===== src/rtl/tinyqv_exec_sequencer_pkg.sv =====
// Shared definitions for the tinyqv execution sequencer: FSM states, pass length
// and the nibble selector used by every serial data path.
package tinyqv_exec_sequencer_pkg;

  typedef enum logic [1:0] {
    ST_IDLE     = 2'd0,
    ST_EXEC     = 2'd1,
    ST_MEM_WAIT = 2'd2,
    ST_MEM_PASS = 2'd3
  } seq_state_e;

  localparam logic [2:0] SEQ_PASS_LAST = 3'd7;

  function automatic logic [3:0] nibble_at(input logic [31:0] word, input logic [2:0] idx);
    return word[{idx, 2'b00} +: 4];
  endfunction

endpackage


===== src/rtl/tinyqv_exec_sequencer_if.sv =====
// Single-outstanding data-memory bus between the sequencer (master) and memory (slave).
interface tinyqv_exec_sequencer_if #(
  parameter int ADDR_BITS = 28
) ();

  logic                 mem_req;
  logic                 mem_write;
  logic [ADDR_BITS-1:0] mem_addr;
  logic [31:0]          mem_wdata;
  logic                 mem_ready;
  logic [31:0]          mem_rdata;

  modport master (
    output mem_req, mem_write, mem_addr, mem_wdata,
    input  mem_ready, mem_rdata
  );

  modport slave (
    input  mem_req, mem_write, mem_addr, mem_wdata,
    output mem_ready, mem_rdata
  );

endinterface


===== src/rtl/tinyqv_exec_sequencer_nibble_reg.sv =====
// 32-bit register written either one nibble at a time (serial store data) or
// as a whole word (load data returned by memory).
module tinyqv_nibble_reg (
  input  logic        clk,
  input  logic        rst_n,
  input  logic        nib_we_i,
  input  logic [2:0]  nib_idx_i,
  input  logic [3:0]  nib_data_i,
  input  logic        word_we_i,
  input  logic [31:0] word_data_i,
  output logic [31:0] word_o
);

  logic [31:0] word_q;

  // NOTE: reset to zero because the value is visible on the core's nibble inputs straight out of reset.
  always_ff @(posedge clk or negedge rst_n) begin
    if (!rst_n) begin
      word_q <= '0;
    end else if (word_we_i) begin
      word_q <= word_data_i;
    end else if (nib_we_i) begin
      word_q[{nib_idx_i, 2'b00} +: 4] <= nib_data_i;
    end
  end

  assign word_o = word_q;

endmodule


===== src/rtl/tinyqv_exec_sequencer.sv =====
// Sequencer for the nibble-serial tinyqv core: owns the PC, runs 8-cycle nibble
// passes and performs the single data-memory transaction for loads and stores.
module tinyqv_exec_sequencer
  import tinyqv_exec_sequencer_pkg::*;
#(
  parameter logic [31:0] PC_RESET  = 32'h0000_0000,
  parameter int          ADDR_BITS = 28
) (
  input  logic                 clk,
  input  logic                 rstn,

  input  logic                 instr_valid,
  input  logic [1:0]           instr_len,
  output logic                 instr_ack,
  output logic                 flush,
  output logic [31:0]          pc,

  output logic [2:0]           core_counter,
  output logic [3:0]           core_pc_nibble,
  output logic [3:0]           core_next_pc_nibble,
  output logic [3:0]           core_data_in_nibble,
  output logic                 core_load_data_ready,
  input  logic                 core_is_load,
  input  logic                 core_is_store,
  input  logic [3:0]           core_data_out_nibble,
  input  logic [ADDR_BITS-1:0] core_addr,
  input  logic                 core_address_ready,
  input  logic                 core_instr_complete,
  input  logic                 core_branch,

  tinyqv_exec_sequencer_if.master mem
);

  seq_state_e           state_q;
  logic [2:0]           counter_q;
  logic [31:0]          pc_q;
  logic                 ack_q;
  logic                 flush_q;
  logic                 load_data_ready_q;
  logic                 mem_req_q;
  logic                 mem_write_q;
  logic [ADDR_BITS-1:0] mem_addr_q;
  logic [31:0]          mem_wdata_q;

  logic [31:0] next_pc_d;
  logic [31:0] wdata_word;
  logic [31:0] rdata_word;
  logic [31:0] store_word;
  logic        in_pass;
  logic        pass_last;
  logic        start_mem;
  logic        retire;
  logic        capture_rdata;

  assign in_pass       = (state_q == ST_EXEC) || (state_q == ST_MEM_PASS);
  assign pass_last     = (counter_q == SEQ_PASS_LAST);
  assign start_mem     = (state_q == ST_EXEC) && pass_last && core_address_ready &&
                         (core_is_load || core_is_store);
  // A memory request outranks a completion flagged in the same cycle.
  assign retire        = in_pass && pass_last && core_instr_complete && !start_mem;
  assign capture_rdata = (state_q == ST_MEM_WAIT) && mem.mem_ready && !mem_write_q;

  assign next_pc_d  = pc_q + {29'd0, instr_len, 1'b0};
  // The last nibble arrives in the same cycle the request is launched.
  assign store_word = {core_data_out_nibble, wdata_word[27:0]};

  tinyqv_nibble_reg u_wdata (
    .clk         (clk),
    .rst_n       (rstn),
    .nib_we_i    (in_pass),
    .nib_idx_i   (counter_q),
    .nib_data_i  (core_data_out_nibble),
    .word_we_i   (1'b0),
    .word_data_i (32'd0),
    .word_o      (wdata_word)
  );

  tinyqv_nibble_reg u_rdata (
    .clk         (clk),
    .rst_n       (rstn),
    .nib_we_i    (1'b0),
    .nib_idx_i   (3'd0),
    .nib_data_i  (4'd0),
    .word_we_i   (capture_rdata),
    .word_data_i (mem.mem_rdata),
    .word_o      (rdata_word)
  );

  // NOTE: non-blocking assignments throughout so every branch reads pre-edge state.
  always_ff @(posedge clk or negedge rstn) begin
    if (!rstn) begin
      state_q           <= ST_IDLE;
      counter_q         <= 3'd0;
      pc_q              <= PC_RESET;
      ack_q             <= 1'b0;
      flush_q           <= 1'b0;
      load_data_ready_q <= 1'b0;
      mem_req_q         <= 1'b0;
      mem_write_q       <= 1'b0;
      mem_addr_q        <= '0;
      mem_wdata_q       <= '0;
    end else begin
      ack_q   <= 1'b0;
      flush_q <= 1'b0;
      unique case (state_q)
        ST_IDLE: begin
          counter_q <= 3'd0;
          if (instr_valid) state_q <= ST_EXEC;
        end
        ST_EXEC, ST_MEM_PASS: begin
          counter_q <= counter_q + 3'd1;
          if (start_mem) begin
            mem_addr_q  <= core_addr;
            mem_wdata_q <= store_word;
            mem_write_q <= core_is_store;
            mem_req_q   <= 1'b1;
            counter_q   <= 3'd0;
            state_q     <= ST_MEM_WAIT;
          end else if (retire) begin
            load_data_ready_q <= 1'b0;
            if (core_branch) begin
              pc_q    <= {pc_q[31:ADDR_BITS], core_addr};
              flush_q <= 1'b1;
              state_q <= ST_IDLE;
            end else begin
              pc_q    <= next_pc_d;
              ack_q   <= 1'b1;
              state_q <= instr_valid ? ST_EXEC : ST_IDLE;
            end
          end
          // Otherwise a multi-pass instruction simply wraps into another pass.
        end
        ST_MEM_WAIT: begin
          counter_q <= 3'd0;
          if (mem.mem_ready) begin
            mem_req_q         <= 1'b0;
            load_data_ready_q <= 1'b1;
            state_q           <= ST_MEM_PASS;
          end
        end
        default: state_q <= ST_IDLE;
      endcase
    end
  end

  assign instr_ack            = ack_q;
  assign flush                = flush_q;
  assign pc                   = pc_q;
  assign core_counter         = counter_q;
  assign core_pc_nibble       = nibble_at(pc_q, counter_q);
  assign core_next_pc_nibble  = nibble_at(next_pc_d, counter_q);
  assign core_data_in_nibble  = nibble_at(rdata_word, counter_q);
  assign core_load_data_ready = load_data_ready_q;

  assign mem.mem_req   = mem_req_q;
  assign mem.mem_write = mem_write_q;
  assign mem.mem_addr  = mem_addr_q;
  assign mem.mem_wdata = mem_wdata_q;

  // The core may only present completion or an address on the last nibble of a pass.
  a_core_strobe_at_last: assert property (@(posedge clk) disable iff (!rstn)
    (core_instr_complete || core_address_ready) |-> (in_pass && pass_last));

  a_retire_exclusive: assert property (@(posedge clk) disable iff (!rstn)
    !(ack_q && flush_q));

endmodule


===== src/flat_wrapper.sv =====
// flat-port wrapper written by rule: the top's interface ports become plain ports
module tinyqv_exec_sequencer_flat import tinyqv_exec_sequencer_pkg::*;
#(
  parameter logic [31:0] PC_RESET  = 32'h0000_0000,
  parameter int          ADDR_BITS = 28
)
  (clk, rstn, instr_valid, instr_len, instr_ack, flush, pc, core_counter, core_pc_nibble, core_next_pc_nibble, core_data_in_nibble, core_load_data_ready, core_is_load, core_is_store, core_data_out_nibble, core_addr, core_address_ready, core_instr_complete, core_branch, mem_mem_req, mem_mem_write, mem_mem_addr, mem_mem_wdata, mem_mem_ready, mem_mem_rdata);
  tinyqv_exec_sequencer_if #(.ADDR_BITS(ADDR_BITS)) mem_i ();
  input  logic clk;
  input  logic rstn;
  input  logic instr_valid;
  input  logic [1:0] instr_len;
  output logic instr_ack;
  output logic flush;
  output logic [31:0] pc;
  output logic [2:0] core_counter;
  output logic [3:0] core_pc_nibble;
  output logic [3:0] core_next_pc_nibble;
  output logic [3:0] core_data_in_nibble;
  output logic core_load_data_ready;
  input  logic core_is_load;
  input  logic core_is_store;
  input  logic [3:0] core_data_out_nibble;
  input  logic [ADDR_BITS-1:0] core_addr;
  input  logic core_address_ready;
  input  logic core_instr_complete;
  input  logic core_branch;
  output wire logic [$bits(mem_i.mem_req)-1:0] mem_mem_req;
  output wire logic [$bits(mem_i.mem_write)-1:0] mem_mem_write;
  output wire logic [$bits(mem_i.mem_addr)-1:0] mem_mem_addr;
  output wire logic [$bits(mem_i.mem_wdata)-1:0] mem_mem_wdata;
  input wire logic [$bits(mem_i.mem_ready)-1:0] mem_mem_ready;
  input wire logic [$bits(mem_i.mem_rdata)-1:0] mem_mem_rdata;
  assign mem_mem_req = mem_i.mem_req;
  assign mem_mem_write = mem_i.mem_write;
  assign mem_mem_addr = mem_i.mem_addr;
  assign mem_mem_wdata = mem_i.mem_wdata;
  assign mem_i.mem_ready = mem_mem_ready;
  assign mem_i.mem_rdata = mem_mem_rdata;
  tinyqv_exec_sequencer #(.PC_RESET(PC_RESET), .ADDR_BITS(ADDR_BITS)) u_core (.clk(clk), .rstn(rstn), .instr_valid(instr_valid), .instr_len(instr_len), .instr_ack(instr_ack), .flush(flush), .pc(pc), .core_counter(core_counter), .core_pc_nibble(core_pc_nibble), .core_next_pc_nibble(core_next_pc_nibble), .core_data_in_nibble(core_data_in_nibble), .core_load_data_ready(core_load_data_ready), .core_is_load(core_is_load), .core_is_store(core_is_store), .core_data_out_nibble(core_data_out_nibble), .core_addr(core_addr), .core_address_ready(core_address_ready), .core_instr_complete(core_instr_complete), .core_branch(core_branch), .mem(mem_i));
endmodule

===== config.mk =====
export PLATFORM = sky130hd
export DESIGN_NAME = tinyqv_exec_sequencer_flat
export DESIGN_NICKNAME = d
export VERILOG_FILES = /design/src/rtl/tinyqv_exec_sequencer_pkg.sv /design/src/rtl/tinyqv_exec_sequencer_if.sv /design/src/rtl/tinyqv_exec_sequencer_nibble_reg.sv /design/src/rtl/tinyqv_exec_sequencer.sv /design/src/flat_wrapper.sv
export SDC_FILE = /design/constraint.sdc
export NUM_CORES = 1
export LEC_CHECK = 0
export CORE_MARGIN = 2
export CORE_UTILIZATION = 53
export DETAILED_ROUTE_END_ITERATION = 8
export HOLD_SLACK_MARGIN = 0.02
export PLACE_DENSITY = 0.81
export SYNTH_ARGS = -nofsm -noshare
export SYNTH_HDL_FRONTEND = slang
export SYNTH_HIERARCHICAL = 1
export SYNTH_SLANG_ARGS = --single-unit

===== constraint.sdc =====
create_clock -name clk -period 3.6 [get_ports clk]
set_input_delay 0.72 -clock clk [delete_from_list [all_inputs] [get_ports clk]]
set_output_delay 0.72 -clock clk [all_outputs]
set_load 0.005 [all_outputs]

Yosys cells after proc, flatten, opt, wreduce, memory -nomap -nowiden
Index checks and enable logic that the tools add are counted.

storage, ports and cells
  bits of input ports = 75
  logic and storage cells = 81
  register bits = 166

operators by class
  add/subtract/negate cells = 3
  bitwise logic cells = 2
  eq/ne operators = 10
  reduce and logical (&&, ||, !) cells = 22
  shift-type cells = 5
  mux-type cells = 26

operator list
  kind                                                                     number
  32-bit by 6-bit indexed part select with 4-bit output                    3
  32-bit by 3-bit adder with 32-bit output                                 1
  32-bit bitwise mux                                                       1
  4-bit by 7-bit variable shift with 32-bit output, first input constant   1
  4-bit by 7-bit indexed part select with 32-bit output                    1
  28-bit two-way mux                                                       1
  1-bit two-way mux                                                        14
  2-bit two-way mux                                                        5
  3-bit AND reduction                                                      3
  1-bit logical AND                                                        8
  4-bit AND reduction                                                      2
  5-bit negator with 7-bit output                                          1
  2-bit inequality test, second input constant                             3
  2-bit one-hot mux with 3 select lines                                    1
  3-bit one-hot mux with 2 select lines                                    1
  2-bit equality test, second input constant                               2
  2-bit by 1-bit inequality test with 1-bit output, second input constant  2
  1-bit one-hot mux with 2 select lines                                    2
  2-bit OR reduction                                                       2
  3-bit by 1-bit adder with 3-bit output, second input constant            1
  3-bit equality test, second input constant                               1
  3-bit two-way mux                                                        1
  3-bit by 1-bit inequality test with 1-bit output, second input constant  1
  2-bit by 1-bit equality test with 1-bit output, second input constant    1
  6 further kinds                                                          9

Depth between registers and ports, before layout
Gate-level depths: netlist of the first run.

  depth in word-level cells = 9
  gate-level depth with buffers = 10
  mapped depth without buffers = 8

By module
Netlist of the first run, hierarchy kept.

by module, submodules not included
  module                               seq. area each (um2)  cells an instance  area an instance (um2)  times used
  tinyqv_exec_sequencer                2552.4                532                5800.6                  1
  tinyqv_nibble_reg at u_core.u_wdata  800.8                 192                1856.8                  1
  tinyqv_nibble_reg at u_core.u_rdata  800.8                 163                1773.0                  1

Worst setup path before layout of the first run
No wires, ideal clock.

  kind = in2out
  start point = input instr_len[0]
  end point = output core_next_pc_nibble[1]
  cell stages on the path = 9
  path buffers = 1
  data arrival time = 2654 ps
  slack = 226 ps
  cell sequence = ha_1 > fa_1 > clkbuf_2 > nand2_1 > nor3_1 > xor2_1 > a221oi_1 > o22ai_1 > or3_1

between the ends
  word-level cells in the longest chain between the ends = 2

ends and longest elaborated chain
  item                                                   line                             RTL
  start: declaration                                     flat_wrapper.sv:12               input logic [1:0] instr_len;
  32-bit by 3-bit adder with 32-bit output               tinyqv_exec_sequencer.sv:63      assign next_pc_d = pc_q + {29'd0, instr_len, 1'b0};
  32-bit by 6-bit indexed part select with 4-bit output  tinyqv_exec_sequencer_pkg.sv:15  return word[{idx, 2'b00} +: 4];
  end: declaration                                       flat_wrapper.sv:18               output logic [3:0] core_next_pc_nibble;

Every way passes these cells.

Worst setup path in the final report of the first run
  start point = register u_core.pc_q[1], in the netlist u_core/pc[1]
  end point = output core_next_pc_nibble[1]

between the ends
  word-level cells in the longest chain between the ends = 2

ends and longest elaborated chain
  item                                                   line                             RTL
  start: declaration                                     tinyqv_exec_sequencer.sv:36      logic [31:0] pc_q;
  start signal: assignment                               tinyqv_exec_sequencer.sv:122     pc_q <= {pc_q[31:ADDR_BITS], core_addr};
  start signal: assignment                               tinyqv_exec_sequencer.sv:126     pc_q <= next_pc_d;
  32-bit by 3-bit adder with 32-bit output               tinyqv_exec_sequencer.sv:63
  32-bit by 6-bit indexed part select with 4-bit output  tinyqv_exec_sequencer_pkg.sv:15

Every way passes these cells.

==> metrics.md, run 1 <==
| Metric | Value |
|---|---|
| Status | `complete, but fails checks` |
| Failing checks | `negative setup slack` |
| Leakage | `5.375 nW` |
| Post-route minimum period | `3.605 ns` |
| Worst slew pin tran | `0.8267 ns` |
| Vias | `8234` |
| Crit path DAT | `2.89 ns` |
| Mapped Cells | `874` |
| Final period util | `1.001` |
| Clock-pin slew on the worst setup and hold paths | `0.06 ns` |
| Max_slew headroom | `0.4477` |
| Clk_skew | `0.009811 ns` |
| Detailed-placement wirelength estimate | `19360 um` |
| Commonest non-fill, non-tap cell in the layout | `clkdlybuf4s50_1` |
| CP Capture Type | `primary output` |
| Hold Vio Cnt, Final | `0` |
| Sw frac | `0.3638` |
| GPL Wtd Cong | `0.9655` |
| Vias per cell | `5.949` |
| Comb power frac | `0.480` |
| Die Y | `136.2 um` |
| Num Clock Sinks | `162` |
| Number of global-route vias before repair | `7801` |
| Max VDD drop | `416.1 uV` |
| Final Instance Area | `12590 um^2` |
| Max Cap Viol | `0` |
| Setup ws final | `-0.005181 ns` |
| Max Clk Rate | `277.4 MHz` |
| Initial Utilization | `0.5394` |
| Die width | `136.2 um` |
| Crit Path Max Fanout | `3` |
| Core Box Area | `17180 um^2` |
| Max-slew violations | `0` |
| Routed wire length | `26980 um` |
| Hold Path Class | `primary input to async pin` |
| CP startpoint kind | `flop` |
| Hold slack | `0.2447 ns` |
| Worst path required time | `2.88 ns` |
| Die area | `18550 um^2` |
| Num rows | `48` |
| Clock power share | `0.188` |
| Most frequent cells in the layout | `clkdlybuf4s50_1 (178), dfrtp_1 (161), mux2_2 (86)` |
| CTS root buffer | `clkbuf_16` |
| DR WL/cell | `19.49 um` |
| First-pass GRT wire length | `42590 um` |
| Final non-filler cell total | `1384` |
| Layout Nets | `1235` |
| Final setup vio count | `1` |
| Htree depth | `4` |
| DRC | `0` |
| GRT Overall Usage | `0.2967` |
| CTS tree | `built` |
| Mapped Avg Cell Area | `10.60 um^2` |
| Aggregate global routing overflow | `0` |
| IO Port Bufs | `186` |
| DRT antenna net count | `0` |
| Initial antenna violation count | `0` |
| Critical Setup Path Class | `flop to primary output` |
| Fraction of layout cells with a size suffix above 1 | `0.2217` |
| Internal Pwr Total | `6.100 mW` |
| RSZ-0062 raised after global routing | `true` |
| Pre-Repair DR Iteration Count | `5` |
| # IOs | `187` |
| PD cells | `761.7 nW/um^2` |
| Placed cells | `1345` |
| Worst-case reg-to-reg path depth | `11` |
| Synthesized cell area | `9265 um^2` |
| Worst skew pair latency | `0.43 ns` |
| Clock tree buffer depth | `2` |
| Seq pwr share | `0.332` |
| P_sw | `3.488 mW` |
| Yosys warning total | `6` |
| Initial drt markers | `818` |
| Pre-CTS setup slack | `-0.7365 ns` |
| Area after DPL | `11850 um^2` |
| Area delta synth->final | `35.87%` |
| Pin count of the biggest net entering global routing | `74` |
| Antenna Cells | `0` |
| CTS Buf Count | `17` |
## state kept, by name, indices dropped and copies added, names as in the netlist, 2 cells and up
name,count
u_core/mem.mem_wdata,32
u_core/pc,32
u_core/u_rdata/word_o,32
u_core/mem.mem_addr,28
u_core/u_wdata/word_o,28
u_core/core_counter,3
u_core/state_q,2
## per-stage QoR
stage            util    TNS, ns  power, mW
6_report       0.7329  -0.005181      9.588
5_1_grt        0.7329    -0.1823      10.12
4_1_cts        0.7299   -0.01713      9.545
3_5_place_dp   0.6897     -2.610      7.651
3_3_place_gp   0.6897     -2.554      7.532
2_1_floorplan       -          0      5.391
## power groups by stage
stage	clock [mW]	sequential, mW	combinational (mW)
5_1_grt	1.91	3.28	4.93
6_report	1.81	3.18	4.60
4_1_cts	1.84	3.18	4.53
3_5_place_dp	0	3.19	4.46
2_1_floorplan	0	3.03	2.36
3_3_place_gp	0	3.15	4.38
## metal layers
layer	global-route usage	wire [um]	up-vias
li1	-	-	3747
met1	0.3982	11240	4017
met2	0.4779	13030	421
met3	0.06376	2099	49
met4	0.1030	607	0
met5	0	0	-
## final timing paths
check                                            start                          end  slack, ns
hold / removal                                    rstn      u_core/mem.mem_addr[20]       0.24
max in group asynchronous                         rstn           u_core/mem.mem_req       2.50
hold reg to reg            u_core/core_load_data_ready  u_core/core_load_data_ready       0.49
setup reg to reg                u_core/core_counter[1]                 u_core/pc[8]       0.58
min in group clk           u_core/core_load_data_ready  u_core/core_load_data_ready       0.49
setup / recovery                          u_core/pc[1]       core_next_pc_nibble[1]     -0.005
## timing repair
item / in CTS / in global routing
setup buffers: 4 / 3
hold endpoints to repair: 0 / 0
endpoints found under the setup margin: 4 / 4
hold buffers: 0 / 0
pin swaps: 11 / 10
resized for setup: 29 / 10
## layout make-up
cell class | count | area, um^2
Clock inverter | 13 | 151.4
Clock buffer | 19 | 432.9
Sequential cell | 162 | 4055
Tap cell | 225 | 281.5
Inverter | 17 | 63.81
Fill cell | 1270 | 4588
Multi-Input combinational cell | 690 | 5185
Timing Repair Buffer | 258 | 2419
## worst max-delay path, stage by stage, from the launching register on
cell and delay (ns):
dfrtp_1 0.42, ha_4 0.17, fa_2 0.25, nand3_2 0.10, or4_4 0.48, buf_6 0.14
nor3_4 0.20, xnor2_1 0.14, nor2_1 0.05, or3_1 0.36, buf_2 0.14
Note: power is estimated with default switching activity, not from simulation.
==> run 2, diff against run 1 <==
--- a/config.mk
+++ b/config.mk
@@ -6,9 +6,10 @@
 export NUM_CORES = 1
 export LEC_CHECK = 0
+export CORE_ASPECT_RATIO = 1.1
 export CORE_MARGIN = 2
 export CORE_UTILIZATION = 53
 export DETAILED_ROUTE_END_ITERATION = 8
 export HOLD_SLACK_MARGIN = 0.02
-export PLACE_DENSITY = 0.81
+export PLACE_DENSITY_LB_ADDON = 0.15
 export SYNTH_ARGS = -nofsm -noshare
 export SYNTH_HDL_FRONTEND = slang
==> constraint.sdc (replaced) <==
create_clock -name clk -period 3.6 [get_ports clk]
set_input_delay 0.9 -clock clk [delete_from_list [all_inputs] [get_ports clk]]
set_output_delay 0.9 -clock clk [all_outputs]
set_load 0.005 [all_outputs]
==> metrics.md, run 2 (synthesis gave the netlist of run 1 again) <==
| Metric | Value |
|---|---|
| Htree depth | `4 (unchanged)` |
| Worst r2r src | `u_core/core_counter[1]` |
| Max Clk Rate | `252.9 MHz (-8.8%)` |
| DRT antenna net count | `0 (unchanged)` |
| CTS root buffer | `clkbuf_16` |
| Initial antenna violation count | `0 (unchanged)` |
| Crit path DAT | `3.05 ns (+0.16 ns)` |
| CP startpoint kind | `primary input` |
| Max_slew headroom | `0.5027 (+0.05494)` |
| Worst skew pair latency | `0.43 ns (about the same)` |
| CP Cell Sequence | `buf_6 -> ha_4 -> fa_2 -> buf_6 -> buf_6 -> nand2_8 -> nor3_4 -> xor2_1 -> a221oi_2 -> o22ai_1 -> or3_4 -> buf_6` |
| Commonest non-fill, non-tap cell in the layout | `clkdlybuf4s50_1` |
| DR WL/cell | `19.17 um (-1.7%)` |
| Delay of the slowest critical-path stage | `0.39 ns (-0.09 ns)` |
| Routed wire length | `27220 um (+0.91%)` |
| Die Y | `142.7 um (+4.7%)` |
| Num Clock Sinks | `162 (unchanged)` |
| Setup ws final | `-0.3534 ns (-0.3482 ns)` |
| Pre-Repair DR Iteration Count | `6 (+1)` |
| Leakage | `5.566 nW (+3.5%)` |
| DRC | `0 (unchanged)` |
| Num rows | `50 (+4.2%)` |
| Final Instance Area | `12920 um^2 (+2.7%)` |
| Clk_skew | `0.01087 ns (+0.001054 ns)` |
| First-pass GRT wire length | `43510 um (+2.2%)` |
| Post-CTS Hold Buffers | `0 (unchanged)` |
| Number of global-route vias before repair | `8114 (+4.0%)` |
| Most frequent cells in the layout | `clkdlybuf4s50_1 (178), dfrtp_1 (159), buf_4 (88)` |
| Core Box Area | `17080 um^2 (-0.57%)` |
| Worst slew pin tran | `0.7445 ns (-0.08225 ns)` |
| Worst-case reg-to-reg path depth | `11 (unchanged)` |
| RSZ-0062 raised after global routing | `true` |
| PD cells | `762.9 nW/um^2 (+0.16%)` |
| Hold Path Class | `primary input to async pin` |
| Pre-CTS setup slack | `-1.127 ns (-0.3903 ns)` |
| Pin count of the biggest net entering global routing | `72 (-2.7%)` |
| CTS tree | `built` |
| Crit Path Max Fanout | `4 (+1)` |
| Vias | `8194 (-0.49%)` |
| Failing checks | `negative setup slack` |
| Setup TNS | `-0.9045 ns (-0.8993 ns)` |
| Setup crit start | `instr_len[0]` |
| Post-route minimum period | `3.953 ns (+0.3482 ns)` |
| # IOs | `187 (unchanged)` |
| Antenna Cells | `0 (unchanged)` |
| Area delta synth->final | `39.50%` |
| Max-slew violations | `0 (unchanged)` |
| Die area | `18560 um^2 (about the same)` |
| Aggregate global routing overflow | `0 (unchanged)` |
| Max Cap Viol | `0 (unchanged)` |
| Clock tree buffer depth | `2 (unchanged)` |
| CP Capture Type | `primary output` |
| IO Port Bufs | `186 (unchanged)` |
| Critical Setup Path Class | `primary input to primary output` |
| Hold slack | `0.4504 ns (+0.2057 ns)` |
| Final setup vio count | `4 (+3)` |
| Clock-pin slew on the worst setup and hold paths | `0.07 ns (about the same)` |
| Detailed-placement wirelength estimate | `19830 um (+2.4%)` |
| GPL Wtd Cong | `0.9749 (+0.97%)` |
| Vias per cell | `5.770 (-3.0%)` |
| Worst path required time | `2.70 ns (-0.18 ns)` |
| Layout Nets | `1262 (+2.2%)` |
| Final period util | `1.098 (+0.09672)` |
| CTS Buf Count | `17 (unchanged)` |
| Initial drt markers | `590 (-28%)` |
| Hold Vio Cnt, Final | `0 (unchanged)` |
| Status | `complete, but fails checks` |
| Max VDD drop | `476.0 uV (+14%)` |
| Fraction of layout cells with a size suffix above 1 | `0.2513 (+0.02952)` |
| GRT Overall Usage | `0.3036 (+0.006926)` |
| Initial Utilization | `0.5425 (+0.003082)` |
| CP most frequent cell | `buf_6` |
| Die width | `130.1 um (-4.5%)` |
| Area after DPL | `12010 um^2 (+1.4%)` |
| CP max-delay cell | `fa_2` |
[run 2: cell count changes in the layout (fill, tap and decap cells not counted), sizes merged]
cell / change
buf: +30
bufinv: -2
clkbuf: -4
clkdlybuf4s15: -1
clkinv: +2
clkinvlp: -2
inv: +4
[run 2: worst paths after layout]
check / endpoint / slack, ns
worst min register to register: u_core/core_load_data_ready / 0.50
worst max-delay path: core_next_pc_nibble[1] / -0.35
worst min-delay path: u_core/mem.mem_addr[3] / 0.45
min in group clk: u_core/core_load_data_ready / 0.50
max in group asynchronous: u_core/mem.mem_addr[23] / 2.34
worst max register to register: u_core/pc[22] / 0.96
[run 2: power breakdown]
part           switching, mW  leakage, nW  internal [mW]  total [mW]
logic                   2.20         3.25           2.77        4.97
clock network          0.866        0.290          0.932        1.80
registers              0.581         2.02           2.51        3.09
total                   3.65         5.57           6.21        9.86
[run 2: through the flow]
step	utilization	total power [mW]	instances
3_3_place_gp	0.7032	7.735	1374
3_5_place_dp	0.7032	7.812	1374
6_report	0.7568	9.860	1420
4_1_cts	0.7481	9.728	1415
2_1_floorplan	-	5.401	932
5_1_grt	0.7568	10.42	1420
[run 2: area by class of cell]
type / instances / area, um^2
Tap cell: 234 / 292.8
Fill cell: 1259 / 4154
Clock inverter: 15 / 162.7
Multi-Input combinational cell: 690 / 5258
Timing Repair Buffer: 285 / 2663
Inverter: 17 / 63.81
Clock buffer: 17 / 425.4
Sequential cell: 162 / 4060
[run 2: per-layer routing]
layer / GRT usage / wire, um / vias to the layer above
met2: 0.4977 / 13250 / 339
met4: 0.1098 / 777 / 0
met3: 0.05433 / 1851 / 59
li1: - / - / 3793
met1: 0.4049 / 11340 / 4003
met5: 0 / 0 / -
[run 2: critical path, delay by kind of cell]
kind,cells,cell delay [ns]
adders and majority gates,2,0.54
and+or+nand+nor,3,0.51
buffers and inverters,4,0.50
AOI/OAI and AO/OA,2,0.45
xor gates and xnor gates,1,0.17
[run 2: timing repair]
| item | in CTS | in global routing |
|---|---|---|
| endpoints found under the setup margin | 4 | 9 |
| resized for setup | 37 | 35 |
| pin swaps | 18 | 30 |
| setup buffers | 10 | 6 |
| gates cloned | 0 | 0 |
